<file path="src/rtl/mem_access_pkg.sv">
// mem_access_pkg
// Shared definitions for the memory access sequencer: FSM state encoding
// and the default size of the attached data memory.
package mem_access_pkg;

  typedef enum logic [1:0] {
    ST_IDLE  = 2'd0,
    ST_WRITE = 2'd1,
    ST_READ  = 2'd2,
    ST_RESP  = 2'd3
  } state_e;

  localparam int DEFAULT_MEM_SIZE_BYTES = 8192;
  localparam int DEFAULT_TAG_WIDTH      = 6;

endpackage

</file>
<file path="src/rtl/load_extend.sv">
// load_extend
// Combinational load-result formatter.
// Ports:
//   raw_value   in  32  value returned by the memory
//   byte_access in  1   1 = byte load, 0 = word load
//   sign_extend in  1   sign-extend byte loads (ignored for words)
//   ext_value   out 32  formatted load result
module load_extend (
  input  logic [31:0] raw_value,
  input  logic        byte_access,
  input  logic        sign_extend,
  output logic [31:0] ext_value
);

  always_comb begin
    ext_value = raw_value;
    if (byte_access) begin
      if (sign_extend) ext_value = {{24{raw_value[7]}}, raw_value[7:0]};
      else             ext_value = {24'b0, raw_value[7:0]};
    end
  end

endmodule

</file>
<file path="src/rtl/mem_access_unit.sv">
// mem_access_unit
// Accepts one load/store at a time, drives data_memory until its completion
// pulse, then returns a tagged, formatted response. Out-of-range requests
// answer with an error and never touch the memory. Flushed loads run to
// completion in the memory but their response is dropped.
// Ports:
//   clk, reset                      clock, synchronous active-high reset
//   req_*                           request channel (valid/ready)
//   flush                           kill in-flight / pending load result
//   resp_*                          one-cycle response
//   mem_*                           data_memory pins
//
// state | meaning
// ------+--------------------------------------------------------------
// IDLE  | ready for a request; bounds-check and latch on handshake
// WRITE | store in progress, write enable held until mem_write_valid
// READ  | load in progress, read enable held until mem_read_valid
// RESP  | present response for one cycle (unless a killed load)
module mem_access_unit
  import mem_access_pkg::*;
#(
  parameter int TAG_WIDTH      = DEFAULT_TAG_WIDTH,
  parameter int MEM_SIZE_BYTES = DEFAULT_MEM_SIZE_BYTES
) (
  input  logic                 clk,
  input  logic                 reset,
  input  logic                 req_valid,
  output logic                 req_ready,
  input  logic                 req_is_store,
  input  logic                 req_byte,
  input  logic                 req_signed,
  input  logic [31:0]          req_addr,
  input  logic [31:0]          req_data,
  input  logic [TAG_WIDTH-1:0] req_tag,
  input  logic                 flush,
  output logic                 resp_valid,
  output logic [TAG_WIDTH-1:0] resp_tag,
  output logic [31:0]          resp_data,
  output logic                 resp_is_store,
  output logic                 resp_error,
  output logic                 mem_write_enable,
  output logic                 mem_read_enable,
  output logic                 mem_store_byte,
  output logic                 mem_load_byte,
  output logic [31:0]          mem_write_address,
  output logic [31:0]          mem_read_address,
  output logic [31:0]          mem_write_value,
  input  logic [31:0]          mem_read_value,
  input  logic                 mem_write_valid,
  input  logic                 mem_read_valid
);

  localparam logic [1:0] S_IDLE  = ST_IDLE;
  localparam logic [1:0] S_WRITE = ST_WRITE;
  localparam logic [1:0] S_READ  = ST_READ;
  localparam logic [1:0] S_RESP  = ST_RESP;

  logic [1:0]           state;
  logic                 kill_q;
  logic                 store_q;
  logic                 byte_q;
  logic                 signed_q;
  logic                 err_q;
  logic [31:0]          addr_q;
  logic [31:0]          wdata_q;
  logic [31:0]          rdata_q;
  logic [TAG_WIDTH-1:0] tag_q;

  logic [32:0] last_byte;
  logic        in_range;
  logic [31:0] ext_value;
  logic        suppress;

  // 33-bit sum so an address near 2^32 cannot wrap back into range
  assign last_byte = {1'b0, req_addr} + (req_byte ? 33'd0 : 33'd3);
  assign in_range  = last_byte < 33'(MEM_SIZE_BYTES);

  load_extend u_load_extend (
    .raw_value   (mem_read_value),
    .byte_access (byte_q),
    .sign_extend (signed_q),
    .ext_value   (ext_value)
  );

  always_ff @(posedge clk) begin
    if (reset) begin
      state    <= S_IDLE;
      kill_q   <= 1'b0;
      store_q  <= 1'b0;
      byte_q   <= 1'b0;
      signed_q <= 1'b0;
      err_q    <= 1'b0;
      addr_q   <= 32'd0;
      wdata_q  <= 32'd0;
      rdata_q  <= 32'd0;
      tag_q    <= '0;
    end else begin
      case (state)
        S_IDLE: begin
          kill_q <= 1'b0;
          if (req_valid && req_ready) begin
            store_q  <= req_is_store;
            byte_q   <= req_byte;
            signed_q <= req_signed;
            addr_q   <= req_addr;
            wdata_q  <= req_data;
            tag_q    <= req_tag;
            rdata_q  <= 32'd0;
            err_q    <= ~in_range;
            if (!in_range)        state <= S_RESP;
            else if (req_is_store) state <= S_WRITE;
            else                  state <= S_READ;
          end
        end
        S_WRITE: begin
          if (mem_write_valid) state <= S_RESP;
        end
        S_READ: begin
          // the load keeps running so the memory's counter finishes cleanly
          if (flush) kill_q <= 1'b1;
          if (mem_read_valid) begin
            rdata_q <= ext_value;
            state   <= S_RESP;
          end
        end
        S_RESP: begin
          kill_q <= 1'b0;
          state  <= S_IDLE;
        end
        default: state <= S_IDLE;
      endcase
    end
  end

  assign req_ready = (state == S_IDLE) && !flush;

  // gating on the valid pulse keeps the memory from starting a second count
  assign mem_write_enable  = (state == S_WRITE) && !mem_write_valid;
  assign mem_read_enable   = (state == S_READ) && !mem_read_valid;
  assign mem_store_byte    = byte_q;
  assign mem_load_byte     = byte_q;
  assign mem_write_address = addr_q;
  assign mem_read_address  = addr_q;
  assign mem_write_value   = wdata_q;

  // only successful loads can be killed; stores and errors always respond
  assign suppress      = !store_q && !err_q && (kill_q || flush);
  assign resp_valid    = (state == S_RESP) && !suppress;
  assign resp_tag      = tag_q;
  assign resp_data     = rdata_q;
  assign resp_is_store = store_q;
  assign resp_error    = err_q;

endmodule

</file>
<file path="config.mk">
export PLATFORM = sky130hd
export DESIGN_NAME = mem_access_unit
export DESIGN_NICKNAME = d
export VERILOG_FILES = /design/src/rtl/mem_access_pkg.sv /design/src/rtl/load_extend.sv /design/src/rtl/mem_access_unit.sv
export SDC_FILE = /design/constraint.sdc
export NUM_CORES = 1
export LEC_CHECK = 0
export CAP_MARGIN = 40
export CORE_MARGIN = 4
export CORE_UTILIZATION = 35
export CTS_BUF_LIST = sky130_fd_sc_hd__clkbuf_16
export DETAILED_ROUTE_END_ITERATION = 10
export PLACE_DENSITY = 0.76
export SLEW_MARGIN = 30
export SYNTH_ARGS = -nofsm -noshare
export SYNTH_HDL_FRONTEND = slang
export SYNTH_SLANG_ARGS = --single-unit
</file>
<file path="constraint.sdc">
create_clock -name clk -period 2.1 [get_ports clk]
set_clock_uncertainty 0.15 [all_clocks]
set_input_delay 0.525 -clock clk [delete_from_list [all_inputs] [get_ports clk]]
set_output_delay 0.525 -clock clk [all_outputs]
set_load 0.01 [all_outputs]
</file>
Yosys cells after proc, flatten, opt, wreduce, memory -nomap -nowiden:

Index checks and enable logic that the tools add are counted.

* bits in registers: 109
* latch bits: 0
* bits in writable memories: 0
* bits in read-only memories: 0
* bits of input ports: 111
* memories: 0

* add/sub/neg operators: 1
* $mul: 0
* divide/modulo/power cells: 0
* $lt $le $gt $ge: 1
* equality and inequality tests: 7
* shifts and indexed selects: 0
* multiplexer cells: 14
* bitwise operators: 1
* reduce and logical (&&, ||, !) cells: 22

Operator list (count)
* 32-bit two-way mux: 4
* 32-bit case mux with 2 select lines: 1
* 32-bit by 2-bit adder with 33-bit output: 1
* 33-bit by 14-bit less-than comparator with 1-bit output, second input constant: 1
* 2-bit two-way mux: 6
* 2-bit != test, second input constant: 4
* 2-bit case mux with 4 select lines: 1
* 1-bit logical AND: 7
* 1-bit logical NOT: 6
* 3-bit AND reduction: 2
* 2-bit equality test, second input constant: 2
* 2-bit AND reduction: 2
* 2-bit nonzero test: 2
* 2-bit by 1-bit equality test with 1-bit output, second input constant: 1
* 2-bit logical NOT: 1
* 1-bit case mux with 2 select lines: 1
* 2-bit OR reduction: 1
* 1-bit logical OR: 1
* 1-bit two-way mux: 1
* 1-bit NOT: 1

Depth between registers and ports, before layout:

* word-level depth: 6
* depth in mapped cells: 9
* depth with buffers taken out: 8

Hierarchy:

From an unflattened synthesis, not the netlist that was laid out.

* cell total of the unflattened synthesis: 617
* area, all modules: 4773.3 sq um

Modules (own cells, without submodules)
* mem_access_unit: instances 1, cells an instance 556, area each 4445.5 sq um
* load_extend: instances 1, cells an instance 61, area each 327.8 sq um

Worst setup path after synthesis:

No wires, ideal clock.

* kind: input -> register
* start point: input port req_byte
* end point: register err_q, in the netlist resp_error
* library setup time: 0.126 ns
* data arrival time: 1.888 ns
* required time: 1.824 ns
* setup slack: -0.064 ns
* cell stages on the path: 8
* buffers on the path: 0
* cells stage by stage: inv_1 ha_1 and3b_1 or2_1 and4_1 mux2i_1 nor4_1 a21oi_1

* longest elaborated chain between the ends: 4

RTL lines
* start: declaration: RTL line mem_access_unit.sv:30 `input logic req_byte,`
* 2-bit two-way mux: RTL line mem_access_unit.sv:75 `assign last_byte = {1'b0, req_addr} + (req_byte ? 33'd0 : 33'd3);`
* 32-bit by 2-bit adder with 33-bit output: RTL line mem_access_unit.sv:75
* 33-bit by 14-bit less-than comparator with 1-bit output: RTL line mem_access_unit.sv:76 `assign in_range = last_byte < 33'(MEM_SIZE_BYTES);`
* 1-bit NOT: RTL line mem_access_unit.sv:109 `err_q <= ~in_range;`
* end signal: assignment: RTL line mem_access_unit.sv:109
* end: declaration: RTL line mem_access_unit.sv:63 `logic err_q;`

Every way passes these cells.
A chain may end at the register's enable or synchronous reset.

Worst setup path in the final report:

* start point: input port mem_read_valid
* end point: output port mem_read_enable

* longest elaborated chain between the ends: 2

RTL lines
* start: declaration: RTL line mem_access_unit.sv:50 `input logic mem_read_valid`
* 1-bit logical NOT: RTL line mem_access_unit.sv:139 `assign mem_read_enable = (state == S_READ) && !mem_read_valid;`
* 1-bit logical AND: RTL line mem_access_unit.sv:139
* end: declaration: RTL line mem_access_unit.sv:42 `output logic mem_read_enable,`

Every way passes these cells.

==> flow_summary.yaml <==
clocking:
  clockBufferDepth: 2
  cts_buffers: 9
  cts.sinks: 109
  clk_pin_slew_ns: 0.07
  htreeDepth: 3
  cts_tree: "yes"
  cts_hold_buf: 0
  clock_latency_ns: 0.35
  cts_root_buf: "clkbuf_16"
setup_path:
  rr_startpoint: "state[1]"
  cp-endpoint: "mem_read_enable"
  end_kind: "primary output"
  crit_chain: "clkdlybuf4s50_1, nor2b_2, clkdlybuf4s15_2"
  crit_required_ns: 1.42
  r2r-end: "resp_data[21]"
  startpoint: "mem_read_valid"
  arrival_ns: 1.37
  worstSetupStartpointType: "input pin"
  crit_fanout: 2
  crit_type: "in2out"
  ff2ff_path_depth: 10
  r2r_slack_ns: 0.07
  cpMaxStageDelayCell: "clkdlybuf4s50_1"
  max_stage_delay_ns: 0.45
finish:
  nets: 949
  layout_common_cells: "clkdlybuf4s50_1, nand2_1, dfxtp_1"
  final_util_pct: 61.6
  final_common_cell: "clkdlybuf4s50_1"
  drive_gt1_share_pct: 14.3
  area_growth_pct: 69.4
  fin_area_um2: 7910
  stdcell_count: 1009
  fillerInstances: 1103
  diodes: 0
synth:
  synthTopCellsByArea: "dfxtp_1, nand2_1, a21oi_1, buf_4, o211ai_1"
  ys_ff_latch: 109
  synthArstFlopShare_pct: 0
  synthesis.nets: 700
  yosysWarnings: 0
  syn_area_per_cell_um2: 8.01
  yosysSeqAreaShare_pct: 46.8
  synth_top_area_cell: "dfxtp_1"
  synth.distinct_cells: 49
  syn_area_um2: 4670
  synth_ff_type: "dfxtp_1"
  syn_inst: 583
  synth_edf_count: 0
  synth_top_area_share_pct: 46.8
global_routing:
  grt_use_total_pct: 20.4
  overflow: 0
  grt_pass1_wl_mm: 24.6
  grt_max_degree: 45
  grt_pass1_vias: 5078
  antenna_found_initial: 0
placed_design:
  dp_hpwl_mm: 12.0
  place_area_um2: 7410
  gp_congestion: 0.863
  dp.cells: 984
  io_buffers: 252
die:
  die_h_um: 123
  dieArea_um2: 15200
  ioPinCount: 253
  initial_core_util_pct: 36.4
  core_um2: 12800
  placementRows: 41
  die_w_um: 123
timing:
  slew_violations: 0
  rsz0062_at_grt: "yes"
  fmax_mhz: 488
  finalCritPeriodShare_pct: 97.6
  timing.hold.ws_ns: 0.275
  finalSetupViolations: 0
  layout_min_cycle_time_ns: 2.05
  worstMarginPinSlew_ns: 0.408
  relSlewSlack_pct: 72.8
  finalHoldViolCount: 0
min_path:
  hold_class: "in2reg"
drt:
  routed_wl_mm: 16.2
  drc: 0
  wl_per_cell_um: 16.0
  drt-vias-per-instance: 5.00
  antenna_left: 0
  vias: 5045
  drt_iter0_markers: 210
  dr.pass1.iters: 4
power_and_ir_drop:
  ir_drop_v: 0.000432
  total_power_uw: 6480
  p_leak_uw: 0.00296
  p_per_area_nw_per_um2: 819
job:
  max_cap_violations: 0
run_status:
  status: "finished clean"
[cells by family (layout without fill, tap and decap cells)]
kind of cell,Yosys count,in the layout,synth area share (%)
buffers and inverters,75,329,8.95
muxes,1,1,0.214
AOI/OAI and AO/OA,153,153,19.3
and+or+nand+nor,236,236,22.6
xor gates and xnor gates,3,3,0.563
DFF,109,109,46.8
adders and majority gates,6,6,1.61
[flip-flops by register name, indices dropped and copies added (netlist names)]
| name | count |
|---|---|
| mem_write_value | 32 |
| mem_read_address | 32 |
| state | 2 |
| kill_q | 1 |
| resp_tag | 6 |
| signed_q | 1 |
| resp_data | 32 |
| mem_load_byte | 1 |
| resp_is_store | 1 |
| resp_error | 1 |
[critical path: cells and delay by family]
kind	cells	cell delay (ns)
buffers and inverters	2	0.71
and+or+nand+nor	1	0.14
[worst min path at each step]
stage	startpoint	end	cells after the start	slack (ns)
floorplan	signed_q	signed_q	2	0.29
global placement	resp_data[13]	resp_data[13]	2	0.29
detailed placement	mem_write_value[0]	mem_write_value[0]	2	0.30
CTS	resp_data[10]	resp_data[10]	2	0.30
global route	req_addr[5]	mem_read_address[5]	3	0.27
finish	req_addr[12]	mem_read_address[12]	3	0.27
[through the flow]
step	setup TNS (ns)	setup WS, ns
3_5_place_dp	-38.54	-0.743
2_1_floorplan	-0.0242	-0.0242
3_3_place_gp	-33.39	-0.643
4_1_cts	0	0.00135
6_report	0	0.0501
5_1_grt	-0.0839	-0.0481
[where the power goes]
part / switching (uW) / internal (uW)
Combinational: 1090 / 1140
Clock: 762 / 1040
Sequential: 149 / 2300
[cells in the mapped netlist (all sizes together) (2+ instances only)]
cell    instances
nand4           8
nor2           15
a21boi          3
inv             3
a31oi           3
nand2         173
a22oi           9
or2             2
buf            45
o21ai           3
or3             3
clkbuf         27
nor2b           3
nand3           8
nor4            5
a21oi         101
dfxtp         109
nor3            4
ha              6
and4            3
and2            2
o31a            2
and3b           2
and3            4
xor2            3
o211ai         26
[area by class of cell]
cell class                 instances  area [um^2]  area share (%)
timing repair buffer             310         2970            37.6
multi-input combinational        399         2200            27.9
sequential                       109         2180            27.6
clock buffer                       9          225            2.85
tap                              172          215            2.72
clock inverter                     7         90.1            1.14
inverter                           3         11.3           0.142
[repair_timing]
item	in CTS	in global routing
gates resized for setup	53	53
endpoints found under the setup margin	34	55
pin swaps	18	15
buffers inserted	6	1
cloned	0	2
[layer usage]
metal / global-route usage, % / up-vias / part of all wire (%)
met3: 6.59 / 21 / 8.5
met5: 0 / - / 0
met1: 22.4 / 2373 / 39
li1: - / 2455 / -
met4: 7.20 / 0 / 1.7
met2: 36.7 / 196 / 51
Note: power is estimated with default switching activity, not from simulation.
